[src/rtl/axi_ram_arbiter.sv]
// Round-robin owner arbiter for the shared AXI RAM slave; independent write and read paths.
// Latency: grant registered 1 cycle after request; released the edge after B / last R beat, or on watchdog expiry.
// Backpressure: a grant is held across slave/master stalls until completion, request drop in ADDR, or TIMEOUT stalled cycles.
// Ports: aclk/aresetn (sync, active-low); i_wr_req/o_wr_gnt/o_wr_owner and i_rd_req/o_rd_gnt/o_rd_owner;
//        muxed slave handshakes i_aw*/i_b*/i_ar*/i_r*; o_wr_timeout/o_rd_timeout one-cycle forced-release pulses.
module axi_ram_arbiter #(
   parameter int NUM_MST = 2,
   parameter int TIMEOUT = 256
) (
   input  logic                       aclk,
   input  logic                       aresetn,
   input  logic [NUM_MST-1:0]         i_wr_req,
   output logic [NUM_MST-1:0]         o_wr_gnt,
   output logic [$clog2(NUM_MST)-1:0] o_wr_owner,
   input  logic [NUM_MST-1:0]         i_rd_req,
   output logic [NUM_MST-1:0]         o_rd_gnt,
   output logic [$clog2(NUM_MST)-1:0] o_rd_owner,
   input  logic                       i_awvalid,
   input  logic                       i_awready,
   input  logic                       i_bvalid,
   input  logic                       i_bready,
   input  logic                       i_arvalid,
   input  logic                       i_arready,
   input  logic                       i_rvalid,
   input  logic                       i_rready,
   input  logic                       i_rlast,
   output logic                       o_wr_timeout,
   output logic                       o_rd_timeout
);
   localparam int OW = $clog2(NUM_MST);
   localparam int CW = $clog2(TIMEOUT);
   localparam logic [CW-1:0] CNT_MAX = CW'(TIMEOUT - 1);

   typedef enum logic [1:0] {W_IDLE, W_ADDR, W_RESP} w_state_t;
   typedef enum logic [1:0] {R_IDLE, R_ADDR, R_DATA} r_state_t;

   // First requester at or above ptr, wrapping at NUM_MST (need not be a power of 2).
   function automatic logic [OW-1:0] f_rr_pick(input logic [NUM_MST-1:0] req, input logic [OW-1:0] ptr);
      logic [OW-1:0] pick;
      logic          found;
      int            idx;
      pick  = '0;
      found = 1'b0;
      for (int i = 0; i < NUM_MST; i++) begin
         idx = int'(ptr) + i;
         if (idx >= NUM_MST) idx = idx - NUM_MST;
         if (!found && req[idx]) begin
            found = 1'b1;
            pick  = OW'(idx);
         end
      end
      return pick;
   endfunction

   function automatic logic [OW-1:0] f_next(input logic [OW-1:0] owner);
      return (owner == OW'(NUM_MST - 1)) ? '0 : owner + 1'b1;
   endfunction

   function automatic logic [NUM_MST-1:0] f_onehot(input logic [OW-1:0] idx);
      logic [NUM_MST-1:0] v;
      v      = '0;
      v[idx] = 1'b1;
      return v;
   endfunction

   w_state_t           r_wr_state, w_wr_state;
   logic [NUM_MST-1:0] r_wr_gnt,   w_wr_gnt;
   logic [OW-1:0]      r_wr_owner, w_wr_owner;
   logic [OW-1:0]      r_wr_ptr,   w_wr_ptr;
   logic [CW-1:0]      r_wr_cnt,   w_wr_cnt;
   logic               r_wr_to,    w_wr_to;

   r_state_t           r_rd_state, w_rd_state;
   logic [NUM_MST-1:0] r_rd_gnt,   w_rd_gnt;
   logic [OW-1:0]      r_rd_owner, w_rd_owner;
   logic [OW-1:0]      r_rd_ptr,   w_rd_ptr;
   logic [CW-1:0]      r_rd_cnt,   w_rd_cnt;
   logic               r_rd_to,    w_rd_to;

   always_ff @(posedge aclk) begin
      if (!aresetn) begin
         r_wr_state <= W_IDLE;
         r_wr_gnt   <= '0;
         r_wr_owner <= '0;
         r_wr_ptr   <= '0;
         r_wr_cnt   <= '0;
         r_wr_to    <= 1'b0;
         r_rd_state <= R_IDLE;
         r_rd_gnt   <= '0;
         r_rd_owner <= '0;
         r_rd_ptr   <= '0;
         r_rd_cnt   <= '0;
         r_rd_to    <= 1'b0;
      end else begin
         r_wr_state <= w_wr_state;
         r_wr_gnt   <= w_wr_gnt;
         r_wr_owner <= w_wr_owner;
         r_wr_ptr   <= w_wr_ptr;
         r_wr_cnt   <= w_wr_cnt;
         r_wr_to    <= w_wr_to;
         r_rd_state <= w_rd_state;
         r_rd_gnt   <= w_rd_gnt;
         r_rd_owner <= w_rd_owner;
         r_rd_ptr   <= w_rd_ptr;
         r_rd_cnt   <= w_rd_cnt;
         r_rd_to    <= w_rd_to;
      end
   end

   // Watchdog counter defaults to 0, so every state change or handshake beat clears it;
   // only a cycle with no progress takes the increment branch. Completion is checked
   // before expiry so a coincident completion never pulses the timeout.
   always_comb begin
      w_wr_state = r_wr_state;
      w_wr_gnt   = r_wr_gnt;
      w_wr_owner = r_wr_owner;
      w_wr_ptr   = r_wr_ptr;
      w_wr_cnt   = '0;
      w_wr_to    = 1'b0;
      case (r_wr_state)
         W_IDLE: begin
            if (|i_wr_req) begin
               w_wr_owner = f_rr_pick(i_wr_req, r_wr_ptr);
               w_wr_gnt   = f_onehot(w_wr_owner);
               w_wr_state = W_ADDR;
            end
         end
         W_ADDR: begin
            if (i_awvalid && i_awready) begin
               w_wr_state = W_RESP;
            end else if (!i_wr_req[r_wr_owner]) begin
               // Abandoned request: release without advancing the pointer.
               w_wr_gnt   = '0;
               w_wr_state = W_IDLE;
            end else if (r_wr_cnt == CNT_MAX) begin
               w_wr_gnt   = '0;
               w_wr_ptr   = f_next(r_wr_owner);
               w_wr_to    = 1'b1;
               w_wr_state = W_IDLE;
            end else begin
               w_wr_cnt = r_wr_cnt + 1'b1;
            end
         end
         W_RESP: begin
            if (i_bvalid && i_bready) begin
               w_wr_gnt   = '0;
               w_wr_ptr   = f_next(r_wr_owner);
               w_wr_state = W_IDLE;
            end else if (r_wr_cnt == CNT_MAX) begin
               w_wr_gnt   = '0;
               w_wr_ptr   = f_next(r_wr_owner);
               w_wr_to    = 1'b1;
               w_wr_state = W_IDLE;
            end else begin
               w_wr_cnt = r_wr_cnt + 1'b1;
            end
         end
         default: begin
            w_wr_gnt   = '0;
            w_wr_state = W_IDLE;
         end
      endcase
   end

   always_comb begin
      w_rd_state = r_rd_state;
      w_rd_gnt   = r_rd_gnt;
      w_rd_owner = r_rd_owner;
      w_rd_ptr   = r_rd_ptr;
      w_rd_cnt   = '0;
      w_rd_to    = 1'b0;
      case (r_rd_state)
         R_IDLE: begin
            if (|i_rd_req) begin
               w_rd_owner = f_rr_pick(i_rd_req, r_rd_ptr);
               w_rd_gnt   = f_onehot(w_rd_owner);
               w_rd_state = R_ADDR;
            end
         end
         R_ADDR: begin
            if (i_arvalid && i_arready) begin
               w_rd_state = R_DATA;
            end else if (!i_rd_req[r_rd_owner]) begin
               w_rd_gnt   = '0;
               w_rd_state = R_IDLE;
            end else if (r_rd_cnt == CNT_MAX) begin
               w_rd_gnt   = '0;
               w_rd_ptr   = f_next(r_rd_owner);
               w_rd_to    = 1'b1;
               w_rd_state = R_IDLE;
            end else begin
               w_rd_cnt = r_rd_cnt + 1'b1;
            end
         end
         R_DATA: begin
            if (i_rvalid && i_rready && i_rlast) begin
               w_rd_gnt   = '0;
               w_rd_ptr   = f_next(r_rd_owner);
               w_rd_state = R_IDLE;
            end else if (i_rvalid && i_rready) begin
               w_rd_cnt = '0;   // non-final beat is progress
            end else if (r_rd_cnt == CNT_MAX) begin
               w_rd_gnt   = '0;
               w_rd_ptr   = f_next(r_rd_owner);
               w_rd_to    = 1'b1;
               w_rd_state = R_IDLE;
            end else begin
               w_rd_cnt = r_rd_cnt + 1'b1;
            end
         end
         default: begin
            w_rd_gnt   = '0;
            w_rd_state = R_IDLE;
         end
      endcase
   end

   assign o_wr_gnt     = r_wr_gnt;
   assign o_wr_owner   = r_wr_owner;
   assign o_wr_timeout = r_wr_to;
   assign o_rd_gnt     = r_rd_gnt;
   assign o_rd_owner   = r_rd_owner;
   assign o_rd_timeout = r_rd_to;

endmodule

[config.mk]
export PLATFORM = sky130hd
export DESIGN_NAME = axi_ram_arbiter
export DESIGN_NICKNAME = d
export VERILOG_FILES = /design/src/rtl/axi_ram_arbiter.sv
export SDC_FILE = /design/constraint.sdc
export NUM_CORES = 1
export LEC_CHECK = 0
export ABC_AREA = 1
export BUFFER_PORTS_ARGS = -buffer_cell sky130_fd_sc_hd__clkbuf_2
export CORE_MARGIN = 2
export CORE_UTILIZATION = 40
export CTS_CLUSTER_DIAMETER = 120
export DETAILED_ROUTE_END_ITERATION = 6
export PLACE_DENSITY = 0.66
export SYNTH_ARGS = -nofsm -noshare
export SYNTH_HDL_FRONTEND = slang
export SYNTH_SLANG_ARGS = --single-unit
[constraint.sdc]
create_clock -name aclk -period 1.81 [get_ports aclk]
set_input_delay 0.0905 -clock aclk [delete_from_list [all_inputs] [get_ports aclk]]
set_output_delay 0.0905 -clock aclk [all_outputs]
set_load 0.01 [all_outputs]
### Yosys cells after proc, flatten, opt, wreduce, memory -nomap -nowiden

Index checks and enable logic that the tools add are counted.

* bits in registers: 30

* add/sub/neg operators: 10
* magnitude comparators: 14
* eq/ne operators: 13
* muxes and demuxes: 107
* reductions and logical operators: 24

Operator list (count)
* 2-to-1 mux 32 bit: 12
* less-than comparator 32 x 3 -> 1 bit (second input constant): 4
* 2-to-1 mux 8 bit: 9
* 2-to-1 mux 1 bit: 52
* 2-to-1 mux 2 bit: 22
* case mux 8 bit (2 select lines): 2
* case mux 2 bit (3 select lines): 4
* adder 8 x 1 -> 8 bit (second input constant): 2
* equality test 8 bit (second input constant): 2
* inequality test 2 bit (second input constant): 6
* logical AND 1 bit: 9
* less-than comparator 1 x 2 -> 1 bit (second input constant): 4
* case mux 1 bit (2 select lines): 4
* AND reduction 2 bit: 4
* AND reduction 3 bit: 2
* subtractor 1 x 2 -> 3 bit (second input constant): 2
* subtractor 2 x 2 -> 3 bit (second input constant): 2
* adder 1 x 1 -> 2 bit (second input constant): 2
* equality test 2 x 1 -> 1 bit (second input constant): 2
* equality test 2 bit (second input constant): 2
* greater-or-equal comparator 1 x 2 -> 1 bit (second input constant): 2
* greater-or-equal comparator 2 bit (second input constant): 2
* logical NOT 2 bit: 2
* AND reduction 4 bit: 1
* other kinds (7): 13

### Depth between registers and ports, before layout

* word-level depth: 21
* gate-level depth with buffers: 9
* mapped depth without buffers: 9

### Worst setup path before layout

No wires, ideal clock.

* path type: reg-to-reg
* start point: register r_wr_state[0]
* end point: register r_wr_gnt[0], in the netlist o_wr_gnt[0]
* library setup time: 0.070 ns
* arrival: 1.256 ns
* setup slack: 0.483 ns
* stages on the path, launching flop included: 9
* path buffers: 0
* period minus slack after synthesis: 1.327 ns
* cell sequence: dfxtp_1 > inv_1 > ha_1 > nand2_1 > inv_2 > or2_1 > nor2_1 > nand2_1 > a21oi_1

* cells in the longest elaborated chain, start to end: 3

Ends and longest elaborated chain
* from (decl): RTL line 66 `w_state_t r_wr_state, w_wr_state;`
* from (signal assigned): RTL line 95 `r_wr_state <= w_wr_state;`
* equality test 2 x 1 -> 1 bit or logical NOT 2 bit (tied branches): RTL line 120 `case (r_wr_state)`
* inequality test 2 bit (no source line)
* AND reduction 2 bit (no source line)
* to (signal assigned): RTL line 96 `r_wr_gnt <= w_wr_gnt;`
* to (decl): RTL line 67 `logic [NUM_MST-1:0] r_wr_gnt, w_wr_gnt;`

Several ways; a longest one is shown, not always the timed one.
A chain may end at the register's enable or synchronous reset.

### Final worst setup path

* start point: register r_rd_state[0]
* end point: register r_rd_gnt[0], in the netlist o_rd_gnt[0]

* cells in the longest elaborated chain, start to end: 3

Ends and longest elaborated chain
* from (decl): RTL line 73 `r_state_t r_rd_state, w_rd_state;`
* from (signal assigned): RTL line 101 `r_rd_state <= w_rd_state;`
* equality test 2 bit, or another cell as far along: RTL line 172 `case (r_rd_state)`
* inequality test 3 bit (no source line) or inequality test 2 bit (tied branches)
* AND reduction 3 bit (no source line)
* to (signal assigned): RTL line 102 `r_rd_gnt <= w_rd_gnt;`
* to (decl): RTL line 74 `logic [NUM_MST-1:0] r_rd_gnt, w_rd_gnt;`

Several ways; a longest one is shown, not always the timed one.

==> impl_metrics.json <==
{
  "slowest_delay_ns": 0.38,
  "rrSetupSlack_ns": 0.34,
  "synth_top_area_share": 0.369,
  "cap_violations": 0,
  "synth_fa_ha_area_frac": 0.0769,
  "seq_area_frac_synth": 0.369,
  "tightest_slew_ns": 0.345,
  "cp-end-kind": "flip-flop",
  "setup_viol_count_final": 0,
  "grt_max_degree": 12,
  "async_flop_share": 0,
  "path_class": "reg2reg",
  "dp_cells": 299,
  "fp-row-count": 23,
  "startpoint_type": "flip-flop",
  "syn2layout_area_growth_pct": 16.2,
  "nets": 281,
  "fin_setup_tns_ns": 0,
  "hold_viol": 0,
  "gp_congestion": 0.811,
  "critPathRequiredTime_ns": 2.03,
  "power_density_mw_per_mm2": 778,
  "die_w_um": 67.8,
  "root_buffer": "clkbuf_8",
  "drtIter0Drc": 47,
  "start_util": 0.413,
  "max-clock-path-buffers": 2,
  "skew_ns": 0.00149,
  "wl_per_cell_um": 10.0,
  "crit_fanout": 4,
  "fp.coreArea_mm2": 0.00394,
  "num_io_pins": 23,
  "synth_top_family_by_area": "simple AND/OR/NAND/NOR gates",
  "synthMuxAreaShare": 0,
  "hold_end": "r_wr_ptr",
  "synth_xor_area_frac": 0.0269,
  "power_leakage_uw": 0.000852,
  "cpMaxStageDelayCell": "dfxtp_1",
  "cts_setup_buffers": 0,
  "critPathBufInv": 2,
  "drt-total-wl_um": 3090,
  "ant_nets": 0,
  "period_share": 0.814,
  "timing.final.crit_period_ns": 1.47,
  "hp-class": "in2reg",
  "grt_pass1_wl_um": 5280,
  "die_h_um": 67.8,
  "clock_sinks": 30,
  "syn_inst": 228,
  "synth_common_cells": "nand2_1, dfxtp_1, nor2_1",
  "cts_tree": "yes",
  "antenna_cells": 0,
  "grt_usage": 0.156,
  "synth_edf_count": 0,
  "worstPathCellList": "inv_1 > ha_1 > inv_2 > nor2_1 > nand2_1 > nand2_1 > nor3_1 > nand2_1 > a21oi_1",
  "antenna_found_initial": 0,
  "hold_path_startpoint": "aresetn",
  "grt_pass1_vias": 1288,
  "cts_made_buffers": 5,
  "clkTransAtPathRegs_ns": 0.07,
  "critPathArrivalTime_ns": 1.69,
  "drive_above_1_share": 0.202,
  "dieArea_mm2": 0.00459,
  "grt_setup_unrepaired": "false",
  "synth_compound_area_frac": 0.0977,
  "grt_remaining_overflow": 0,
  "numPortBuffers": 22,
  "vdd_drop_max_mv": 0.445,
  "synth.avg_cell_area_um2": 7.13,
  "yosysMostFrequentCell": "nand2_1",
  "cp_common_cell": "nand2_1",
  "fmax_mhz": 678,
  "r2r_cells": 9,
  "dp_hpwl_um": 2360,
  "cts.htree.levels": 2,
  "synth_cell_types": 31,
  "synth-simple-area-share": 0.360,
  "critPathTopFamily": "simple AND/OR/NAND/NOR gates",
  "drcViolationCount": 0,
  "synth_top_cell_by_area": "dfxtp_1",
  "vias": 1454,
  "postCtsHoldBufs": 0,
  "synth_seq_cells": 30,
  "synth.area.top_cells": "dfxtp_1, nand2_1, ha_1",
  "rr_startpoint": "r_rd_state[0]",
  "synth_nets": 253,
  "status": "complete, no violations",
  "synth_flop_cell": "dfxtp_1",
  "yosysWarnings": 0,
  "post_cts_resize_count": 0,
  "clk_latency_ns": 0.28,
  "drv_slew": 0,
  "holdPathStages": 3,
  "relSlewSlack": 0.770,
  "drt_first_pass_iters": 4,
  "n_fill_cell": 400,
  "crit_cells": 9,
  "instances_no_fill": 307,
  "post_drt_via_cell_ratio": 4.74,
  "synthesis.area_mm2": 0.00163,
  "rr_endpoint": "o_rd_gnt[0]"
}
==> per-layer routing <==
metal | up-vias | share of wire | track usage
li1 | 791 | - | -
met1 | 633 | 0.48 | 0.182
met2 | 24 | 0.45 | 0.250
met3 | 6 | 0.041 | 0.0500
met4 | 0 | 0.024 | 0.0900
met5 | - | 0 | 0
==> logic make-up after synthesis <==
logic type / Yosys count
AO/OA/AOI/OAI: 28
AND/OR/NAND/NOR: 125
XOR/XNOR: 5
adder cells (fa/ha/maj): 10
flip-flops: 30
buffers and inverters: 30
==> worst register-to-register path, cell delays in order, from the launching register on <==
cell and delay (ns):
dfxtp_1 0.38, inv_1 0.09, ha_1 0.22, inv_2 0.09
nor2_1 0.06, nand2_1 0.06, nand2_1 0.10, nor3_1 0.23
nand2_1 0.09, a21oi_1 0.11
==> report_power, final <==
part | internal [uW] | total, uW | leakage (uW) | switching [uW]
Clock | 305 | 578 | 0.0000472 | 273
Sequential | 680 | 700 | 0.000243 | 19.5
Combinational | 72.8 | 192 | 0.000561 | 119
==> layout make-up <==
type / instances / area, um^2 / share of cell area
flip-flops and latches: 30 / 601 / 0.318
inverters: 29 / 109 / 0.0576
clock buffers: 6 / 82.6 / 0.0437
repair buffers: 22 / 110 / 0.0582
clock inverters: 2 / 12.5 / 0.00662
well taps: 50 / 62.6 / 0.0331
multi-input cells: 168 / 913 / 0.483
==> sequential cells by signal, summed over array words and instances (netlist names), 2 cells and up <==
signal and count:
o_rd_gnt 2, o_wr_gnt 2, r_rd_cnt 8, r_rd_state 2, r_wr_cnt 8, r_wr_state 2
==> cells in the final DEF, fill, tap and decap left out, types with 2 or more instances in the layout <==
master / netlist / final
or2_1: 2 / 2
nand3_1: 17 / 17
ha_1: 10 / 10
nor2_1: 23 / 23
o21ai_0: 4 / 4
nor2_4: 2 / 2
xnor2_1: 2 / 2
clkbuf_8: 0 / 6
nor3_1: 5 / 5
clkbuf_2: 0 / 22
nand2_2: 2 / 2
dfxtp_1: 30 / 30
inv_1: 19 / 19
xor2_1: 3 / 3
a21oi_1: 15 / 15
o21ai_1: 4 / 4
inv_2: 9 / 9
nand3_2: 3 / 3
nand2_1: 63 / 63
nor3b_2: 2 / 2
==> how the worst max path moves through the flow <==
| stage | startpoint | end |
|---|---|---|
| global placement | r_wr_state[0] | o_wr_gnt[0] |
| detailed placement | r_rd_state[0] | o_rd_gnt[0] |
| finish | r_rd_state[0] | o_rd_gnt[0] |
| floorplan | r_wr_state[0] | o_wr_gnt[0] |
| global route | r_wr_state[0] | o_wr_gnt[1] |
| CTS | r_rd_state[0] | o_rd_gnt[0] |
==> per-stage QoR <==
stage | utilization | hold WS [ns] | worst slack [ns] | cell area (um^2) | total power [uW]
final | 0.480 | 0.0914 | 0.336 | 1890 | 1470
after global routing | 0.480 | 0.107 | 0.171 | 1890 | 1540
after CTS | 0.480 | 0.0845 | 0.321 | 1890 | 1500
after detailed placement | 0.455 | 0.396 | 0.334 | 1800 | 908
after global placement | 0.455 | 0.395 | 0.378 | 1800 | 907
after floorplan | - | 0.211 | 0.483 | 1630 | 847
(Power assumes the default switching activity.)
